$ cat src/rtl/debug_command.sv
// debug_command: abstract-command engine. Decodes DMI command writes, owns data0/data1,
// sequences register/memory/exec requests into the halted core and reports busy/cmderr.
module debug_command (
  input  logic        clk,
  input  logic        rst_n,
  input  logic        cmd_wr,
  input  logic        data0_wr,
  input  logic        data1_wr,
  input  logic [31:0] dmi_wdata,
  input  logic [2:0]  cmderr_clr,
  output logic [31:0] data0,
  output logic [31:0] data1,
  output logic        busy,
  output logic [2:0]  cmderr,
  input  logic        halted,
  input  logic        exception,
  input  logic        abstract_write,
  input  logic        abstract_done,
  input  logic [31:0] abs_rdata,
  output logic        abstract,
  output logic [4:0]  abs_opcode,
  output logic [2:0]  abs_f3,
  output logic [11:0] abs_regno,
  output logic [31:0] abs_data,
  output logic [31:0] abs_addr,
  output logic [1:0]  abs_size
);

  localparam logic [4:0] OP_ACCESS_REG = 5'd0;
  localparam logic [4:0] OP_EXEC       = 5'd1;
  localparam logic [4:0] OP_READ_MEM   = 5'd2;
  localparam logic [4:0] OP_WRITE_MEM  = 5'd3;

  typedef enum logic [2:0] {S_IDLE, S_ISSUE, S_WAIT, S_EXEC, S_RECOVER} state_t;
  state_t state, state_nxt;

  logic [7:0]  c_type;
  logic [2:0]  c_size;
  logic        c_postinc, c_postexec, c_transfer, c_write;
  logic [15:0] c_regno;
  logic        is_reg, is_mem, is_nop, unsupported;
  logic        cmd_go, accept, resp_phase, exc, done_ev, capture;
  logic        cur_postinc, cur_postexec, cur_mem, seen_run;
  logic [15:0] cur_regno;
  logic        busy_nxt;
  logic [2:0]  cmderr_nxt;
  logic        unused_bits;

  assign c_type      = dmi_wdata[31:24];
  assign c_size      = dmi_wdata[22:20];
  assign c_postinc   = dmi_wdata[19];
  assign c_postexec  = dmi_wdata[18];
  assign c_transfer  = dmi_wdata[17];
  assign c_write     = dmi_wdata[16];
  assign c_regno     = dmi_wdata[15:0];
  assign unused_bits = dmi_wdata[23];

  assign is_reg = (c_type == 8'd0);
  assign is_mem = (c_type == 8'd2);
  assign is_nop = is_reg && !c_transfer && !c_postexec;
  // CSR (0x0000-0x0FFF) and GPR (0x1000-0x101F) windows are contiguous
  assign unsupported = !(is_reg || is_mem)
                    || (is_reg && c_size != 3'd2)
                    || (is_reg && c_transfer && c_regno > 16'h101F)
                    || (is_mem && c_size > 3'd2);

  assign cmd_go     = cmd_wr && (cmderr == 3'd0) && !busy;
  assign accept     = cmd_go && halted && !unsupported;
  assign resp_phase = (state == S_ISSUE) || (state == S_WAIT);
  assign exc        = exception && (resp_phase || state == S_EXEC);
  assign capture    = resp_phase && abstract_write;
  // postexec requests only complete from WAIT so the core sees a full issue cycle
  assign done_ev    = abstract_done && !exception
                   && ((state == S_ISSUE && !cur_postexec) || state == S_WAIT);
  assign abstract   = (state == S_ISSUE) && halted;

  always_comb begin
    state_nxt  = state;
    cmderr_nxt = cmderr & ~cmderr_clr;
    case (state)
      S_IDLE:          if (accept && !is_nop) state_nxt = S_ISSUE;
      S_ISSUE, S_WAIT: begin
        if (exc)                   state_nxt = S_RECOVER;
        else if (done_ev)          state_nxt = cur_postexec ? S_EXEC : S_IDLE;
        else if (state == S_ISSUE) state_nxt = S_WAIT;
      end
      S_EXEC: begin
        if (exc)                     state_nxt = S_RECOVER;
        else if (seen_run && halted) state_nxt = S_IDLE;
      end
      S_RECOVER:       if (halted) state_nxt = S_IDLE;
      default:         state_nxt = S_IDLE;
    endcase
    if (cmderr == 3'd0) begin
      if (exc)                               cmderr_nxt = 3'd3;
      else if (cmd_wr && busy)               cmderr_nxt = 3'd1;
      else if ((data0_wr || data1_wr) && busy) cmderr_nxt = 3'd1;
      else if (cmd_go && !halted)            cmderr_nxt = 3'd4;
      else if (cmd_go && unsupported)        cmderr_nxt = 3'd2;
    end
    busy_nxt = (state_nxt != S_IDLE) || accept;
  end

  always_ff @(posedge clk) begin
    if (!rst_n) begin
      state        <= S_IDLE;
      busy         <= 1'b0;
      cmderr       <= 3'd0;
      data0        <= 32'd0;
      data1        <= 32'd0;
      abs_opcode   <= 5'd0;
      abs_f3       <= 3'd0;
      abs_regno    <= 12'd0;
      abs_data     <= 32'd0;
      abs_addr     <= 32'd0;
      abs_size     <= 2'd0;
      cur_regno    <= 16'd0;
      cur_postinc  <= 1'b0;
      cur_postexec <= 1'b0;
      cur_mem      <= 1'b0;
      seen_run     <= 1'b0;
    end else begin
      state  <= state_nxt;
      busy   <= busy_nxt;
      cmderr <= cmderr_nxt;

      if (capture)                data0 <= abs_rdata;
      else if (data0_wr && !busy) data0 <= dmi_wdata;

      if (done_ev && cur_postinc && cur_mem) data1 <= data1 + (32'd1 << abs_size);
      else if (data1_wr && !busy)            data1 <= dmi_wdata;

      if (state != S_EXEC) seen_run <= 1'b0;
      else if (!halted)    seen_run <= 1'b1;

      if (accept) begin
        if (is_mem)          abs_opcode <= c_write ? OP_WRITE_MEM : OP_READ_MEM;
        else if (c_transfer) abs_opcode <= OP_ACCESS_REG;
        else                 abs_opcode <= OP_EXEC;
        if (is_mem)          abs_f3 <= {c_write, 2'b00};
        else if (c_transfer) abs_f3 <= {c_write, (c_regno < 16'h1000), c_postexec};
        else                 abs_f3 <= 3'b001;
        abs_regno    <= is_reg ? c_regno[11:0] : 12'd0;
        abs_data     <= data0;
        abs_addr     <= data1;
        abs_size     <= c_size[1:0];
        cur_regno    <= c_regno;
        cur_postinc  <= c_postinc && (is_mem || c_transfer);
        cur_postexec <= is_reg && c_postexec;
        cur_mem      <= is_mem;
      end else if (done_ev && cur_postinc && !cur_mem) begin
        cur_regno <= cur_regno + 16'd1;
        abs_regno <= cur_regno[11:0] + 12'd1;
      end
    end
  end

endmodule

$ cat config.mk
export PLATFORM = sky130hd
export DESIGN_NAME = debug_command
export DESIGN_NICKNAME = d
export VERILOG_FILES = /design/src/rtl/debug_command.sv
export SDC_FILE = /design/constraint.sdc
export NUM_CORES = 1
export LEC_CHECK = 0
export CAP_MARGIN = 25
export CORE_MARGIN = 8
export CORE_UTILIZATION = 46
export CTS_BUF_LIST = sky130_fd_sc_hd__clkbuf_8
export DETAILED_ROUTE_END_ITERATION = 10
export GPL_TIMING_DRIVEN = 0
export PLACE_DENSITY = 0.77
export SYNTH_ARGS = -nofsm -noshare
export SYNTH_HDL_FRONTEND = slang
export SYNTH_SLANG_ARGS = --single-unit
$ cat constraint.sdc
create_clock -name clk -period 3.6 [get_ports clk]
set_clock_uncertainty 0.2 [all_clocks]
set_input_delay 0.72 -clock clk [delete_from_list [all_inputs] [get_ports clk]]
set_output_delay 0.72 -clock clk [all_outputs]
set_load 0.05 [all_outputs]
# Yosys cells after proc, flatten, opt, wreduce, memory -nomap -nowiden
# Cells that the tools add are included.
# W data, S select, Z words.
# word_totals
register_bits	177
in_bits	76
out_inout_bits	155
elab_cells	120
# op_classes
n_addsub	3
n_lt_le_gt_ge	3
n_eq_ne	7
shift	1
n_mux	29
bitwise	3
n_reduce_logical	58
# op_table
cell	n
$mux W32	4
$mux W3	15
$mux W12	3
$add A32 B32 Y32	1
$mux W16	2
$shl A1 B2 Y32 const A	1
$logic_and A1 B1 Y1	29
$add A16 B1 Y16 const B	1
$gt A16 B13 Y1 const B	1
$lt A16 B13 Y1 const B	1
$add A12 B1 Y12 const B	1
$pmux W3 S4	1
$logic_not A1 Y1	10
$logic_or A1 B1 Y1	10
$eq A8 B2 Y1 const B	1
$logic_not A8 Y1	1
$eq A3 B2 Y1 const B	2
$logic_not A3 Y1	2
$ne A3 B2 Y1 const B	2
$reduce_bool A2 Y1	3
$mux W2	2
$reduce_or A2 Y1	2
$and A3 B3 Y3	1
$eq A3 B1 Y1 const B	1
6 further kinds	7

# Longest topological paths before layout
# Gate-level depths: netlist (run 1).
# logic_depth
ltp_word	13
mapped_depth	10
ltp_nobuf	9

# Least setup slack after synthesis (run 1)
# Ideal clock, no wire load.
# synth_path
path_type	input to output
startpoint	in halted
endpoint	out abstract
arrival_ns	2.416
path_slack_ns	0.264
cell_stages	2
cell_sequence	inv_1 -> nor4b_1
# synth_via
elab_chain_cells	1
# synth_rtl
item	line_no	source
start: declaration	15	input logic halted,
$logic_and A1 B1 Y1	75	assign abstract = (state == S_ISSUE) && halted;
end: declaration	20	output logic abstract,
# No other way between the ends.

# Worst setup path after layout (run 1)
# layout_path
startpoint	in dmi_wdata[24]
endpoint	reg abs_addr[22]
# layout_via
elab_chain_cells	8
elab_cells_between_ends	13
classes_between	eq/ne: 1; reduce/logical: 12
# layout_rtl
item	line_no	source
start: declaration	9	input logic [31:0] dmi_wdata,
$eq A8 B2 Y1 or $logic_not A8 Y1 (tied branches)	59, 58	
$logic_or A1 B1 Y1	62	assign unsupported = !(is_reg || is_mem)
$logic_not A1 Y1	62	
$logic_or A1 B1 Y1	63	|| (is_reg && c_size != 3'd2)
$logic_or A1 B1 Y1	64	|| (is_reg && c_transfer && c_regno > 16'h101F)
$logic_or A1 B1 Y1 *	65	|| (is_mem && c_size > 3'd2);
$logic_not A1 Y1 *	68	assign accept = cmd_go && halted && !unsupported;
$logic_and A1 B1 Y1 *	68	
end signal: assignment	145	abs_addr <= data1;
end: declaration	25	output logic [31:0] abs_addr,
# Mark *: on every way between the ends. The rest lies on a longest branch, timed or not.
# A chain may end at the register's enable or synchronous reset.

==> results.yml, run 1 <==
logic_synthesis:
  ys_types: 59
  synth_edf_count: 0
  yosys_warnings: 0
  synthArstFlopShare_pct: 0
  synth.area.top_cells: "dfxtp_1, nand2_1, a21oi_1"
  ys_seq_elements: 169
  ys_seq_area_share_pct: 43.56
  yosysTopAreaCell: "dfxtp_1"
  syn-mean-instance-area_sq_um: 8.090
  syn_area_sq_mm: 0.007766
  synthCells: 960
  synth_top_area_share_pct: 43.56
  ys.flop_type: "dfxtp_1"
cells_and_area:
  syn_to_final_growth_pct: 37.47
  nets: 1288
  layout-drive-gt1-share_pct: 4.930
  final_common_cell: "clkdlybuf4s50_1"
  nFillCells: 1498
  final_core_util_pct: 64.61
  stdcell_area_sq_mm: 0.01068
  final_cell_mix: "clkdlybuf4s50_1, nand2_1, dfxtp_1"
setup_path:
  arrival_ps: 3600
  cp_cell_sequence: "clkdlybuf4s50_1 -> nor3_1 -> nand3_1 -> nor4_2 -> buf_2 -> buf_1 -> nand2_1 -> a21oi_1"
  cp_slowest_stage_delay_ps: 500
  crit_slowest_cell: "clkdlybuf4s50_1"
  cp_max_fo: 10
  required_ps: 3790
  setup.worst_path.class: "input port to flip-flop"
  worst_setup_path_end_kind: "flip-flop"
  worstSetupStartpointType: "input port"
clock_tree:
  cts.sinks: 169
  cts_buffer_depth: 2
  htree_levels: 4
  cts_buffers: 17
  clkLatencyLatePin_ps: 460
  clkTransAtPathRegs_ps: 80
  cts_root_buf: "clkbuf_8"
  hold_buffers: 0
  cts_tree: "built"
place:
  port_buffers: 225
  dp_slack_ps: -198.9
  detailed_place_hpwl_microns: 22240
  place_area_sq_mm: 0.01030
  place_congestion: 0.9305
detailed_routing:
  ant_nets: 0
  route.detailed.drc: 0
  viasPerCell: 5.684
  num_vias: 8173
  drt-total-wl_microns: 29280
  initialDrtViolationCount: 662
  wire_per_inst_microns: 20.36
  drt-pass1-iter-count: 5
floorplan:
  die_w_microns: 145.9
  ios: 231
  rows: 47
  initial_utilization_pct: 47.00
  die-area_sq_mm: 0.02130
  core_sq_mm: 0.01652
  die_height_microns: 145.9
global_route:
  grt_max_degree: 17
  antenna_found_initial: 3
  grt-ovfl-total: 0
  grt_pass1_wl_microns: 45050
  grt_usage_pct: 26.73
  first_global_vias: 7782
sta:
  fin_crit_sh_pct: 94.70
  rsz0062_at_grt: "no"
  fin_ws_ps: 190.9
  max_freq_mhz: 293.3
  fin_crit_ps: 3409
  whs_ps: 254.8
  slew-limit-headroom_pct: 46.91
  tightest_slew_ps: 796.3
  drv_slew: 0
  hold_violations: 0
  finalSetupViolCount: 0
run_status:
  status: "finished clean"
pwr:
  leakagePower_nw: 3.738
  p_per_area_mw_per_mm2: 362.7
  vdd_drop_max_mv: 0.2509
run:
  cap_violations: 0
worst_hold_path:
  worstHoldPathType: "flip-flop to flip-flop"
report_power, final:
group | leakage [nW] | total (mW) | internal [mW] | switching, mW
combinational | 2.17 | 0.566 | 0.214 | 0.352
clock | 0.193 | 1.33 | 0.634 | 0.698
sequential | 1.37 | 1.98 | 1.91 | 0.0621
path summary, 6_finish.rpt:
kind                                    start           end  slack (ps)  depth (start not counted)
worst max-delay path            dmi_wdata[24]  abs_addr[22]         190                          8
worst min-delay path              abs_addr[4]   abs_addr[4]         250                          2
worst min register to register    abs_addr[4]   abs_addr[4]         250                          2
worst max register to register    abs_size[0]     data1[22]         420                          9
layer usage:
layer	up-vias	part of all wire (%)	routed length [microns]	GRT usage, %
li1	3854	-	-	-
met1	3842	40	11830	32.39
met2	404	46	13570	42.84
met3	69	10	3013	9.235
met4	4	2.9	841	10.20
met5	-	0.079	23	0
critical path, delay by kind of cell:
family          cells  cell delay (ps)
buf+inv             3             1340
compound gates      1              130
simple gates        4             1400
cell families after synthesis:
logic type               Yosys count  synth area share (%)
AO/OA/AOI/OAI                    247                 19.91
XOR/XNOR                          28                 3.158
adder cells (fa/ha/maj)            6                 1.063
buffers and inverters             88                 4.785
flip-flops                       169                 43.56
multiplexers                      38                 4.898
other                              1               0.04829
AND/OR/NAND/NOR                  383                 22.57
cell usage after synthesis, types with 3 or more instances:
library cell,number
dfxtp_1,169
nor2b_1,5
xor2_1,17
inv_1,12
nand3_1,18
nand3b_1,4
a22oi_1,5
nor2_1,84
o31a_1,3
a311oi_1,6
and4_1,7
a211oi_1,46
and2_1,8
and3_1,10
o21ai_0,31
o211ai_1,11
buf_4,6
a21oi_1,110
or3_1,5
mux2i_1,38
buf_1,9
buf_2,15
clkbuf_1,45
nor3_1,11
nand4_1,12
nand2_1,189
nand4b_1,5
ha_1,5
nor4_1,5
o22ai_1,4
xnor2_1,11
or4_1,3
nand2b_1,7
a211o_1,4
a31oi_1,9
final cells by class:
type                            instances  area, sq um  area share, %
Sequential cell                       169         3383          31.69
Timing Repair Buffer                  225         2255          21.12
Inverter                               13        48.80         0.4570
Tap cell                              220        275.3          2.578
Buffer                                 75        322.8          3.024
Clock inverter                         11        108.9          1.020
Multi-Input combinational cell        705         4019          37.64
Antenna cell                            1        2.502        0.02344
Clock buffer                           19        261.5          2.449
flip-flops by register name, indices dropped and copies added, names as in the netlist, 2 cells and up:
| register | count |
|---|---|
| abs_regno | 12 |
| cur_regno | 12 |
| abs_f3 | 3 |
| state | 3 |
| abs_addr | 32 |
| cmderr | 3 |
| data1 | 32 |
| abs_size | 2 |
| abs_data | 32 |
| data0 | 32 |
stage by stage:
stage          TNS [ps]  instances  total power, mW
2_1_floorplan         0        962            2.305
4_1_cts               0       1437            3.880
3_5_place_dp      -4563       1407            2.577
6_report              0       1438            3.873
3_3_place_gp      -4263       1407            2.575
5_1_grt               0       1438            3.995
what timing repair did:
| item | CTS | global route |
|---|---|---|
| resized for setup | 0 | 1 |
| hold endpoints to repair | 0 | 0 |
| endpoints found under the setup margin | 0 | 1 |
| setup buffers | 0 | 0 |
(Power assumes the default switching activity.)
==> inputs of run 2 (changes only) <==
--- a/config.mk
+++ b/config.mk
@@ -7,11 +7,11 @@
 export LEC_CHECK = 0
 export CAP_MARGIN = 25
 export CORE_MARGIN = 8
-export CORE_UTILIZATION = 46
+export CORE_UTILIZATION = 47
 export CTS_BUF_LIST = sky130_fd_sc_hd__clkbuf_8
 export DETAILED_ROUTE_END_ITERATION = 10
 export GPL_TIMING_DRIVEN = 0
-export PLACE_DENSITY = 0.77
+export PLACE_DENSITY = 0.83
 export SYNTH_ARGS = -nofsm -noshare
 export SYNTH_HDL_FRONTEND = slang
 export SYNTH_SLANG_ARGS = --single-unit
==> results.yml, run 2 (synthesis results as in run 1) <==
run_status:
  status: "finished clean"
setup_path:
  worst_setup_path_end_kind: "output pin"
  required_ps: 2680
  cp_max_fo: 5
  worstSetupStartpointType: "input port"
  arrival_ps: 2540
  setup.worst_path.class: "input port to output pin"
global_route:
  grt_usage_pct: 27.57
  antenna_found_initial: 2
  first_global_vias: 7969
  grt-ovfl-total: 0
  grt_pass1_wl_microns: 44040
  grt_max_degree: 17
pwr:
  vdd_drop_max_mv: 0.2916
  intPower_mw: 2.864
  p_comb_share_pct: 14.2
  leakagePower_nw: 3.739
  swShare_pct: 28.32
  seqPwrFrac_pct: 49.4
  pwr-share-clk_pct: 36.4
  switchingPower_mw: 1.132
  finalPower_mw: 3.996
  p_per_area_mw_per_mm2: 372.5
floorplan:
  ios: 231
  die_w_microns: 144.5
  initial_utilization_pct: 47.50
  die-area_sq_mm: 0.02089
  die_height_microns: 144.5
  rows: 47
  core_sq_mm: 0.01635
detailed_routing:
  viasPerCell: 5.777
  drt-total-wl_microns: 29250
  drt-pass1-iter-count: 5
  num_vias: 8319
  wire_per_inst_microns: 20.31
  ant_nets: 0
  route.detailed.drc: 0
  initialDrtViolationCount: 704
sta:
  max_freq_mhz: 289.1
  whs_ps: 258.0
  rsz0062_at_grt: "no"
  tightest_slew_ps: 817.4
  drv_slew: 0
  slew-limit-headroom_pct: 45.50
  fin_crit_sh_pct: 96.08
  hold_violations: 0
  fin_crit_ps: 3459
  setup_tns_ps: 0
  finalSetupViolCount: 0
  fin_ws_ps: 141.1
cells_and_area:
  final_core_util_pct: 65.62
  final_cells: 1440
  nFillCells: 1442
  layout-drive-gt1-share_pct: 5.250
  stdcell_area_sq_mm: 0.01073
  syn_to_final_growth_pct: 38.13
  final_cell_mix: "clkdlybuf4s50_1, nand2_1, dfxtp_1"
  register_area_sq_mm: 0.003383
  nets: 1288
  multi_input_area_sq_mm: 0.004019
  final_common_cell: "clkdlybuf4s50_1"
worst_hold_path:
  worstHoldPathType: "flip-flop to flip-flop"
place:
  dp.cells: 1407
  detailed_place_hpwl_microns: 22180
  place_congestion: 0.9806
  place_area_sq_mm: 0.01030
  dp_slack_ps: -254.5
  port_buffers: 225
clock_tree:
  clkLatencyLatePin_ps: 460
  htree_levels: 4
  post_cts_buffers: 0
  cts_resized: 0
  cts_tree: "built"
  hold_buffers: 0
  cts_root_buf: "clkbuf_8"
  cts.sinks: 169
  cts_buffer_depth: 2
  clkTransAtPathRegs_ps: 80
  cts_buffers: 17
run:
  cap_violations: 0
## run 2: cell count changes in the layout (fill, tap and decap cells not counted)
cell | previous run | this run
clkinv_4 | 0 | 2
inv_1 | 15 | 13
bufinv_16 | 2 | 3
clkbuf_8 | 19 | 20
clkdlybuf4s50_1 | 224 | 225
dlymetal6s2s_1 | 1 | 0
## run 2: worst max-delay path: stages
cell and delay, ps:
clkdlybuf4s50_1 560, inv_1 80, nor4b_1 300, clkdlybuf4s50_1 880
## run 2: path summary, 6_finish.rpt
path	startpoint	endpoint	slack, ps	cells past startpoint
setup / recovery	halted	abstract	140	4
hold / removal	abs_addr[12]	abs_addr[12]	260	2
setup reg to reg	abs_size[0]	data1[22]	320	9
hold reg to reg	abs_addr[12]	abs_addr[12]	260	2
## run 2: metal layers
layer  up-vias  GRT usage, %  wire [microns]
met3        88         8.353            3093
met5         -             0              10
met2       435         45.00           13750
met4         2         12.87            1155
li1       3867             -               -
met1      3927         32.59           11230
## run 2: final cells by class
| type | count | area share, % |
|---|---|---|
| inverter | 13 | 0.4549 |
| buffer | 75 | 3.009 |
| antenna | 1 | 0.02333 |
| timing repair buffer | 225 | 20.99 |
| clock buffer | 20 | 2.566 |
| clock inverter | 12 | 1.388 |
| tap | 220 | 2.566 |
| multi-input combinational | 705 | 37.46 |
| sequential | 169 | 31.54 |
## run 2: power groups by stage
stage	combinational [mW]	sequential (mW)	clock, mW
after global routing	0.592	1.98	1.53
after floorplan	0.152	2.15	0
after CTS	0.562	1.97	1.46
after global placement	0.555	2.02	0
final	0.567	1.98	1.45
after detailed placement	0.559	2.02	0
